File: src/rtl/alu_md_pkg.sv
// Shared definitions for the execute-stage ALU with iterative multiply/divide:
// ealuc encodings, sequencer state encoding and opcode classification helpers.
package alu_md_pkg;

    localparam logic [3:0] ALU_AND   = 4'b0000;
    localparam logic [3:0] ALU_OR    = 4'b0001;
    localparam logic [3:0] ALU_ADD   = 4'b0010;
    localparam logic [3:0] ALU_XOR   = 4'b0011;
    localparam logic [3:0] ALU_SLL   = 4'b0100;
    localparam logic [3:0] ALU_SRL   = 4'b0101;
    localparam logic [3:0] ALU_SUB   = 4'b0110;
    localparam logic [3:0] ALU_SLT   = 4'b0111;
    localparam logic [3:0] ALU_SLTU  = 4'b1000;
    localparam logic [3:0] ALU_DIV   = 4'b1001;
    localparam logic [3:0] ALU_MFHI  = 4'b1010;
    localparam logic [3:0] ALU_MFLO  = 4'b1011;
    localparam logic [3:0] ALU_MULT  = 4'b1100;
    localparam logic [3:0] ALU_SRA   = 4'b1101;
    localparam logic [3:0] ALU_MULTU = 4'b1110;
    localparam logic [3:0] ALU_DIVU  = 4'b1111;

    typedef enum logic [1:0] {
        ST_IDLE = 2'd0,
        ST_MUL  = 2'd1,
        ST_DIV  = 2'd2,
        ST_FIN  = 2'd3
    } md_state_e;

    function automatic logic is_md_op(input logic [3:0] op);
        return (op == ALU_MULT) || (op == ALU_MULTU) || (op == ALU_DIV) || (op == ALU_DIVU);
    endfunction

    function automatic logic is_div_op(input logic [3:0] op);
        return (op == ALU_DIV) || (op == ALU_DIVU);
    endfunction

    function automatic logic is_signed_md(input logic [3:0] op);
        return (op == ALU_MULT) || (op == ALU_DIV);
    endfunction

    // Opcodes that must wait for the engine: anything touching hi/lo.
    function automatic logic needs_md(input logic [3:0] op);
        return is_md_op(op) || (op == ALU_MFHI) || (op == ALU_MFLO);
    endfunction

endpackage

File: src/rtl/alu_md_seq.sv
// Iterative multiply/divide engine: shift-add multiply, restoring divide,
// sign fix-up and the architectural hi/lo registers.
module alu_md_seq
    import alu_md_pkg::*;
#(
    parameter int WIDTH = 32
) (
    input  logic             clk,
    input  logic             rst,
    input  logic             estart,
    input  logic [3:0]       ealuc,
    input  logic [WIDTH-1:0] eqa,
    input  logic [WIDTH-1:0] b,
    output logic [WIDTH-1:0] hi,
    output logic [WIDTH-1:0] lo,
    output logic             ebusy,
    output logic             edone
);

    localparam int SHW = $clog2(WIDTH);
    localparam logic [SHW-1:0] CNT_LAST = SHW'(WIDTH - 1);

    md_state_e        state_q, state_d;
    logic [SHW-1:0]   cnt_q, cnt_d;
    logic [WIDTH-1:0] acc_q, acc_d;
    logic [WIDTH-1:0] low_q, low_d;
    logic [WIDTH-1:0] opb_q, opb_d;
    logic [WIDTH-1:0] hi_q, hi_d;
    logic [WIDTH-1:0] lo_q, lo_d;
    logic             neg_q, neg_d;
    logic             rneg_q, rneg_d;
    logic             div_q, div_d;

    logic             start;
    logic             sign_a, sign_b;
    logic [WIDTH:0]   mul_sum, div_shift, div_diff;
    logic [2*WIDTH-1:0] prod;

    assign start = estart && is_md_op(ealuc);

    // NOTE: sequential state uses non-blocking assignments so every flop samples pre-edge values.
    always_ff @(posedge clk or posedge rst) begin
        if (rst) begin
            state_q <= ST_IDLE;
        end else begin
            state_q <= state_d;
        end
    end

    // NOTE: every always_comb output gets a default first, so no path can infer a latch.
    always_comb begin
        state_d = state_q;
        case (state_q)
            ST_IDLE: if (start) state_d = is_div_op(ealuc) ? ST_DIV : ST_MUL;
            ST_MUL,
            ST_DIV:  if (cnt_q == CNT_LAST) state_d = ST_FIN;
            ST_FIN:  state_d = ST_IDLE;
            default: state_d = ST_IDLE;
        endcase
    end

    always_comb begin
        ebusy = (state_q != ST_IDLE);
        edone = (state_q == ST_FIN);
    end

    always_comb begin
        cnt_d  = cnt_q;
        acc_d  = acc_q;
        low_d  = low_q;
        opb_d  = opb_q;
        hi_d   = hi_q;
        lo_d   = lo_q;
        neg_d  = neg_q;
        rneg_d = rneg_q;
        div_d  = div_q;

        sign_a    = is_signed_md(ealuc) && eqa[WIDTH-1];
        sign_b    = is_signed_md(ealuc) && b[WIDTH-1];
        mul_sum   = {1'b0, acc_q} + (low_q[0] ? {1'b0, opb_q} : '0);
        div_shift = {acc_q, low_q[WIDTH-1]};
        div_diff  = div_shift - {1'b0, opb_q};
        prod      = {acc_q, low_q};

        case (state_q)
            ST_IDLE: begin
                if (start) begin
                    cnt_d  = '0;
                    acc_d  = '0;
                    low_d  = sign_a ? -eqa : eqa;
                    opb_d  = sign_b ? -b : b;
                    // A zero divisor yields an all-ones quotient that must stay unsigned.
                    neg_d  = (sign_a ^ sign_b) && (|b);
                    rneg_d = sign_a;
                    div_d  = is_div_op(ealuc);
                end
            end
            ST_MUL: begin
                acc_d = mul_sum[WIDTH:1];
                low_d = {mul_sum[0], low_q[WIDTH-1:1]};
                cnt_d = cnt_q + SHW'(1);
            end
            ST_DIV: begin
                if (!div_diff[WIDTH]) begin
                    acc_d = div_diff[WIDTH-1:0];
                    low_d = {low_q[WIDTH-2:0], 1'b1};
                end else begin
                    acc_d = div_shift[WIDTH-1:0];
                    low_d = {low_q[WIDTH-2:0], 1'b0};
                end
                cnt_d = cnt_q + SHW'(1);
            end
            ST_FIN: begin
                if (div_q) begin
                    lo_d = neg_q ? -low_q : low_q;
                    hi_d = rneg_q ? -acc_q : acc_q;
                end else begin
                    {hi_d, lo_d} = neg_q ? -prod : prod;
                end
            end
            default: ;
        endcase
    end

    always_ff @(posedge clk or posedge rst) begin
        if (rst) begin
            cnt_q  <= '0;
            acc_q  <= '0;
            low_q  <= '0;
            opb_q  <= '0;
            hi_q   <= '0;
            lo_q   <= '0;
            neg_q  <= 1'b0;
            rneg_q <= 1'b0;
            div_q  <= 1'b0;
        end else begin
            cnt_q  <= cnt_d;
            acc_q  <= acc_d;
            low_q  <= low_d;
            opb_q  <= opb_d;
            hi_q   <= hi_d;
            lo_q   <= lo_d;
            neg_q  <= neg_d;
            rneg_q <= rneg_d;
            div_q  <= div_d;
        end
    end

    assign hi = hi_q;
    assign lo = lo_q;

endmodule

File: src/rtl/alu_md_unit.sv
// Execute-stage ALU: combinational result mux plus the iterative mul/div engine.
// Define ALU_OVF_EN to build the signed ADD/SUB overflow flag on eovf.
module alu_md_unit
    import alu_md_pkg::*;
#(
    parameter int WIDTH = 32
) (
    input  logic             clk,
    input  logic             rst,
    input  logic [WIDTH-1:0] eqa,
    input  logic [WIDTH-1:0] b,
    input  logic [3:0]       ealuc,
    input  logic             estart,
    output logic [WIDTH-1:0] r,
    output logic             ez,
    output logic             ebusy,
    output logic             edone,
    output logic             estall,
    output logic             eovf
);

    localparam int SHW = $clog2(WIDTH);

    logic [WIDTH-1:0] hi, lo;
    logic [WIDTH-1:0] sum, diff;
    logic [SHW-1:0]   sa;

    assign sum  = eqa + b;
    assign diff = eqa - b;
    assign sa   = eqa[SHW-1:0];

    alu_md_seq #(
        .WIDTH(WIDTH)
    ) u_seq (
        .clk   (clk),
        .rst   (rst),
        .estart(estart),
        .ealuc (ealuc),
        .eqa   (eqa),
        .b     (b),
        .hi    (hi),
        .lo    (lo),
        .ebusy (ebusy),
        .edone (edone)
    );

    always_comb begin
        r = '0;
        case (ealuc)
            ALU_AND:  r = eqa & b;
            ALU_OR:   r = eqa | b;
            ALU_ADD:  r = sum;
            ALU_XOR:  r = eqa ^ b;
            ALU_SUB:  r = diff;
            ALU_SLT:  r = {{(WIDTH-1){1'b0}}, ($signed(eqa) < $signed(b))};
            ALU_SLTU: r = {{(WIDTH-1){1'b0}}, (eqa < b)};
            ALU_SLL:  r = b << sa;
            ALU_SRL:  r = b >> sa;
            ALU_SRA:  r = $unsigned($signed(b) >>> sa);
            ALU_MFHI: r = hi;
            ALU_MFLO: r = lo;
            default:  r = '0;
        endcase
    end

    assign ez     = (r == '0);
    // Only hi/lo consumers wait; independent ALU ops flow past a busy engine.
    assign estall = ebusy && needs_md(ealuc);

`ifdef ALU_OVF_EN
    always_comb begin
        eovf = 1'b0;
        case (ealuc)
            ALU_ADD: eovf = (eqa[WIDTH-1] == b[WIDTH-1]) && (sum[WIDTH-1] != eqa[WIDTH-1]);
            ALU_SUB: eovf = (eqa[WIDTH-1] != b[WIDTH-1]) && (diff[WIDTH-1] != eqa[WIDTH-1]);
            default: eovf = 1'b0;
        endcase
    end
`else
    assign eovf = 1'b0;
`endif

endmodule

File: config.mk
export PLATFORM = sky130hd
export DESIGN_NAME = alu_md_unit
export DESIGN_NICKNAME = d
export VERILOG_FILES = /design/src/rtl/alu_md_pkg.sv /design/src/rtl/alu_md_seq.sv /design/src/rtl/alu_md_unit.sv
export SDC_FILE = /design/constraint.sdc
export NUM_CORES = 1
export LEC_CHECK = 0
export ABC_CLOCK_PERIOD_IN_PS = 13700
export BUFFER_PORTS_ARGS = -buffer_cell sky130_fd_sc_hd__buf_2
export CAP_MARGIN = 20
export CORE_MARGIN = 3
export CORE_UTILIZATION = 40
export CTS_CLUSTER_SIZE = 24
export DETAILED_ROUTE_END_ITERATION = 12
export HOLD_SLACK_MARGIN = 0.03
export PLACE_DENSITY = 0.65
export SLEW_MARGIN = 40
export SYNTH_ARGS = -nofsm -noshare
export SYNTH_HDL_FRONTEND = slang
export SYNTH_HIERARCHICAL = 1
export SYNTH_SLANG_ARGS = --single-unit
File: constraint.sdc
create_clock -name clk -period 13.7 [get_ports clk]
set_clock_uncertainty 0.05 [all_clocks]
set_input_delay 3.425 -clock clk [delete_from_list [all_inputs] [get_ports clk]]
set_output_delay 3.425 -clock clk [all_outputs]
set_load 0.03 [all_outputs]
# ---- Word-level counts from Yosys, hierarchy flattened
# Index checks and enable logic that the tools add are counted.
dict set report totals {
  out_inout_bits 37
  inputBits 71
  wordCells 95
  regBits 170
}
dict set report classes {
  order_cmp 2
  reduce_logical 24
  addsub 10
  mux 21
  shift 3
  n_bitwise 4
  eq_ne 21
}
# operator n
set op_table {}
lappend op_table {{one-hot mux 32 bit (12 select lines)} 1}
lappend op_table {{two-way mux 32 bit} 10}
lappend op_table {{one-hot mux 32 bit (3 select lines)} 2}
lappend op_table {{negation 32 bit} 4}
lappend op_table {{less-than comparator 32 bit} 2}
lappend op_table {{two-way mux 64 bit} 1}
lappend op_table {{negation 64 bit} 1}
lappend op_table {{adder 32 x 33 -> 33 bit} 1}
lappend op_table {{subtractor 33 x 32 -> 33 bit} 1}
lappend op_table {{adder 32 bit} 1}
lappend op_table {{AND 32 bit} 1}
lappend op_table {{equality test 4 bit (second input constant)} 8}
lappend op_table {{logical NOT 32 bit} 1}
lappend op_table {{OR 32 bit} 1}
lappend op_table {{OR reduction 32 bit} 1}
lappend op_table {{left shift 32 x 5 -> 32 bit} 1}
lappend op_table {{right shift 32 x 5 -> 32 bit} 1}
lappend op_table {{>>> shifter 32 x 5 -> 32 bit} 1}
lappend op_table {{subtractor 32 bit} 1}
lappend op_table {{XOR 32 bit} 1}
lappend op_table {{equality test 4 x 3 -> 1 bit (second input constant)} 4}
lappend op_table {{one-hot mux 5 bit (2 select lines)} 1}
lappend op_table {{equality test 4 x 2 -> 1 bit (second input constant)} 2}
lappend op_table {{AND reduction 2 bit} 4}
lappend op_table {{other kinds (18)} 33}

# ---- Depth between registers and ports, before layout
dict set report logic_depth {
  ltp_word 7
  depth_mapped 18
  depth_no_buf 14
}

# ---- Modules after synthesis
# The synthesis kept the hierarchy.
# module seq_area_each_um2 area_per_inst_um2 cells_each instances
set by_module_without_submodules {}
lappend by_module_without_submodules {alu_md_seq 4254.1 13538.0 1703 1}
lappend by_module_without_submodules {alu_md_unit 0.0 9674.3 1405 1}

# ---- Worst setup path after synthesis
# Ideal clock, no wire load.
dict set report synth_timing {
  kind {in2out}
  from {in eqa[2]}
  to {out ez}
  slack_ns 2.161
  cell_stages 17
  arrival_time_ns 8.064
  required_ns 10.225
  path_buffers 4
  path_cell_list {clkinv_1 -> buf_1 -> buf_1 -> clkbuf_1 -> ha_1 -> clkbuf_1 -> o21bai_1 -> and3_1 -> o21a_1 -> o41ai_1 -> o41ai_1 -> a21o_1 -> a2111o_1 -> a32oi_1 -> o21ai_0 -> nor2_1 -> nor4bb_4}
}
dict set report synth_between {
  elab_chain_len 3
  elab_cells_between_ends 12
  cone_classes {add/sub (2); order compare (2); shift (3); mux (1); bitwise (3); reduce/logical (1)}
}
# item line
set synth_lines {}
lappend synth_lines {{from (decl)} alu_md_unit.sv:10} ;# input logic [WIDTH-1:0] eqa,
lappend synth_lines {{subtractor 32 bit, or another cell as far along} alu_md_unit.sv:29} ;# assign diff = eqa - b;
lappend synth_lines {{one-hot mux 32 bit (12 select lines) (*)} alu_md_unit.sv:49} ;# case (ealuc)
lappend synth_lines {{named net r[28]} alu_md_unit.sv:14} ;# output logic [WIDTH-1:0] r,
lappend synth_lines {{logical NOT 32 bit (*)} alu_md_unit.sv:66} ;# assign ez = (r == '0);
lappend synth_lines {{to (decl)} alu_md_unit.sv:15} ;# output logic ez,
# The timed path passes the listed nets; every way through them passes the cells marked *.

# ---- Final worst setup path
dict set report layout_timing {
  from {in eqa[0]}
  to {out ez}
}
dict set report layout_between {
  elab_chain_len 3
  elab_cells_between_ends 12
  cone_classes {add/sub (2); order compare (2); shift (3); mux (1); bitwise (3); reduce/logical (1)}
}
# item line
set layout_lines {}
lappend layout_lines {{subtractor 32 bit, or another cell as far along} alu_md_unit.sv:29}
lappend layout_lines {{one-hot mux 32 bit (12 select lines) (*)} alu_md_unit.sv:49}
lappend layout_lines {{logical NOT 32 bit (*)} alu_md_unit.sv:66}
# Every way passes the cells marked *; elsewhere a longest branch is shown, timed or not.

==> out/metrics.cfg <==
[sta]
max_slew_margin_pct=42.9
setup_tns_ns=0
finalSetupViolCount=0
slew_violations=0
fmax_mhz=81.6
rsz0062_at_grt=false
layout_worst_path_cycle_share_pct=89.5
setup_ws_ns=1.45
tightest_slew_ns=0.834
period_needed_ns=12.25
hold_viol=0

[grt]
grt_pass1_wl_um=155000
grtUsageTotal_pct=33.7
grt_max_degree=79
grt_antenna_before_repair=4
grt_pass1_vias=23200
grt-ovfl-total=0

[yosys]
ys_ff_latch=170
netlist_area_um2=23200
synth-main-ff-cell=dfrtp_1
synth_cell_types=93
synth_top_cell_by_area=dfrtp_1
synth_area_leaders=dfrtp_1, ha_1, o21ai_0
ys_warn_count=6
synth_common_cells=nor2_1, nand2_1, o21ai_0
synth_nets=3355
syn_inst=3108
postSynth.asyncResetShare_pct=100
synth_edf_count=0
ys_seq_area_share_pct=18.3
avgSynthCellArea_um2=7.47
synth_top_area_share_pct=18.3
yosysMostFrequentCell=nor2_1

[setup_path]
cp_max_fo=33
ff2ff_setup_slack_ns=9.34
path_class=in2out
worst-r2r-cell-count=12
worstSetupEndpointType=output pin
worstPathRequired_ns=10.22
worstSetupStartpointType=input port
timing.rr.start=u_seq/low_q[0]
timing.rr.end=u_seq/hi[24]
arrival_ns=8.78

[cells_and_area]
fin_nets=3315
drive_gt1_share_pct=10.7
stdcell_area_um2=24900
synthToLayoutAreaGrowth_pct=7.39
utilization_pct=43.8

[power_and_ir_drop]
finalPower_mw=4.34
irDropWorstVdd_mv=0.161
power.leakage_nw=11.0
cellPowerDensity_nw_per_um2=174

[min_path]
hold_path.startpoint=u_seq/cnt_q[4]
hold_class=reg2reg
hold_depth=2
hold_end=u_seq/cnt_q[4]

[drt]
dr.pass1.iters=6
wl_met1_um=44500
top_layer=met5
vias=25300
routed_wl_um=105000
ant_nets=0
drt_iter0_drc=3470
dr_wl_met3_um=11000
wl_met2_um=43900
wl_per_cell_um=27.3
drc_errors=0
viasPerCell=6.59

[flow_run]
drv_cap=0

[placement]
post_dp_cell_area_um2=24300
preCtsSetupSlack_ns=1.73
dp_hpwl_um=80800
place_congestion=1.06
io_buffers=106

[clock_tree]
path_clk_slew_ns=0.06
cts_htree_levels=4
cts_inserted_buffers=17
cts_sinks=170
cts_hold_buf=0
cts_setup_buffers=0
cts-root-buf=clkbuf_16
clock_path_buffers=2
insertion_delay_ns=0.48
cts_tree=done
ctsResizeCount=0

[outcome]
outcome=finished, final reports clean

[floorplanning]
io_pins=108
die_y_um=247
rows=87
die_w_um=247
dieArea_um2=61000
placeableCoreArea_um2=56900
start_util_pct=40.8

[metal layers]
layer	vias up	track usage, %
met5	-	0
met4	2	16.0
met3	257	7.11
met2	1476	49.2
met1	12200	47.2
li1	11400	-
[cell usage in the layout, fill, tap and decap left out, types with 17 or more instances in the layout]
| cell type | n |
|---|---|
| xnor2_1 | 69 |
| a21o_1 | 45 |
| a21oi_1 | 259 |
| o22ai_1 | 18 |
| nor3_1 | 73 |
| nand2b_1 | 42 |
| a221oi_1 | 23 |
| buf_4 | 45 |
| mux2_2 | 47 |
| nand3_1 | 48 |
| mux4_2 | 35 |
| nor2b_1 | 23 |
| nand4_1 | 18 |
| o221ai_1 | 26 |
| a31oi_1 | 31 |
| or3_1 | 20 |
| ha_1 | 170 |
| xor2_1 | 116 |
| inv_1 | 164 |
| clkbuf_16 | 17 |
| or4_1 | 17 |
| o31ai_1 | 38 |
| o211ai_1 | 43 |
| a22oi_1 | 69 |
| o21ai_0 | 272 |
| nor2_1 | 309 |
| a211oi_1 | 43 |
| buf_2 | 105 |
| mux2i_1 | 75 |
| nor4_1 | 31 |
| nand2_1 | 299 |
| dfrtp_1 | 170 |
[through the flow]
step           cells  hold slack, ns
6_report        3839           0.430
5_1_grt         3837           0.473
4_1_cts         3837           0.435
3_5_place_dp    3805           0.421
3_3_place_gp    3804           0.413
2_1_floorplan   3108           0.395
[worst max-delay path by stage]
| stage | from | end | slack, ns | cells past startpoint |
|---|---|---|---|---|
| final | eqa[0] | ez | 1.45 | 15 |
| after global routing | eqa[0] | ez | 1.35 | 14 |
| after floorplan | eqa[2] | ez | 2.16 | 17 |
| after global placement | eqa[0] | ez | 1.80 | 14 |
| after detailed placement | eqa[0] | ez | 1.73 | 14 |
| after CTS | eqa[0] | ez | 1.71 | 15 |
[registers in the layout, indices dropped and copies added, names as in the netlist]
name	count
u_seq/acc_q	32
u_seq/hi	32
u_seq/lo	32
u_seq/low_q	32
u_seq/opb_q	32
u_seq/cnt_q	5
u_seq/state_q	2
u_seq/div_q	1
u_seq/neg_q	1
u_seq/rneg_q	1
[power breakdown]
group	switching, mW	internal [mW]
Sequential	0.320	0.729
Combinational	1.76	1.02
Clock	0.231	0.274
[layout make-up]
type                            count  area [um^2]
Antenna cell                        2         5.00
Clock buffer                       19          433
Clock inverter                     13          158
Fill cell                        5826        32000
Inverter                          167          632
Multi-Input combinational cell   2559        17600
Sequential cell                   170         4250
Tap cell                          756          946
Timing Repair Buffer              153          913
[worst max-delay path: stages]
cell      delay (ns)
buf_4           0.45
inv_1           0.27
ha_1            0.43
fa_1            0.47
o21bai_1        0.24
a21oi_1         0.13
xnor2_1         0.18
o22ai_1         0.11
or4b_2          0.67
or4b_1          0.56
nor4_1          0.72
and4b_1         0.38
and4b_1         0.27
nor4bb_4        0.19
buf_2           0.23
[logic make-up (layout without fill, tap and decap cells)]
group                      after synthesis  in the layout  share of synthesized area [%]
muxes                                  158            158                           8.97
xor gates and xnor gates               185            185                           6.98
adders and majority gates              176            176                           9.62
DFF                                    170            170                           18.3
and+or+nand+nor                        974            974                           19.7
buffers and inverters                  379            352                           6.38
other                                    1              3                         0.0162
AOI/OAI and AO/OA                     1065           1065                           30.0
No activity file was read; power rests on OpenSTA's default activity.
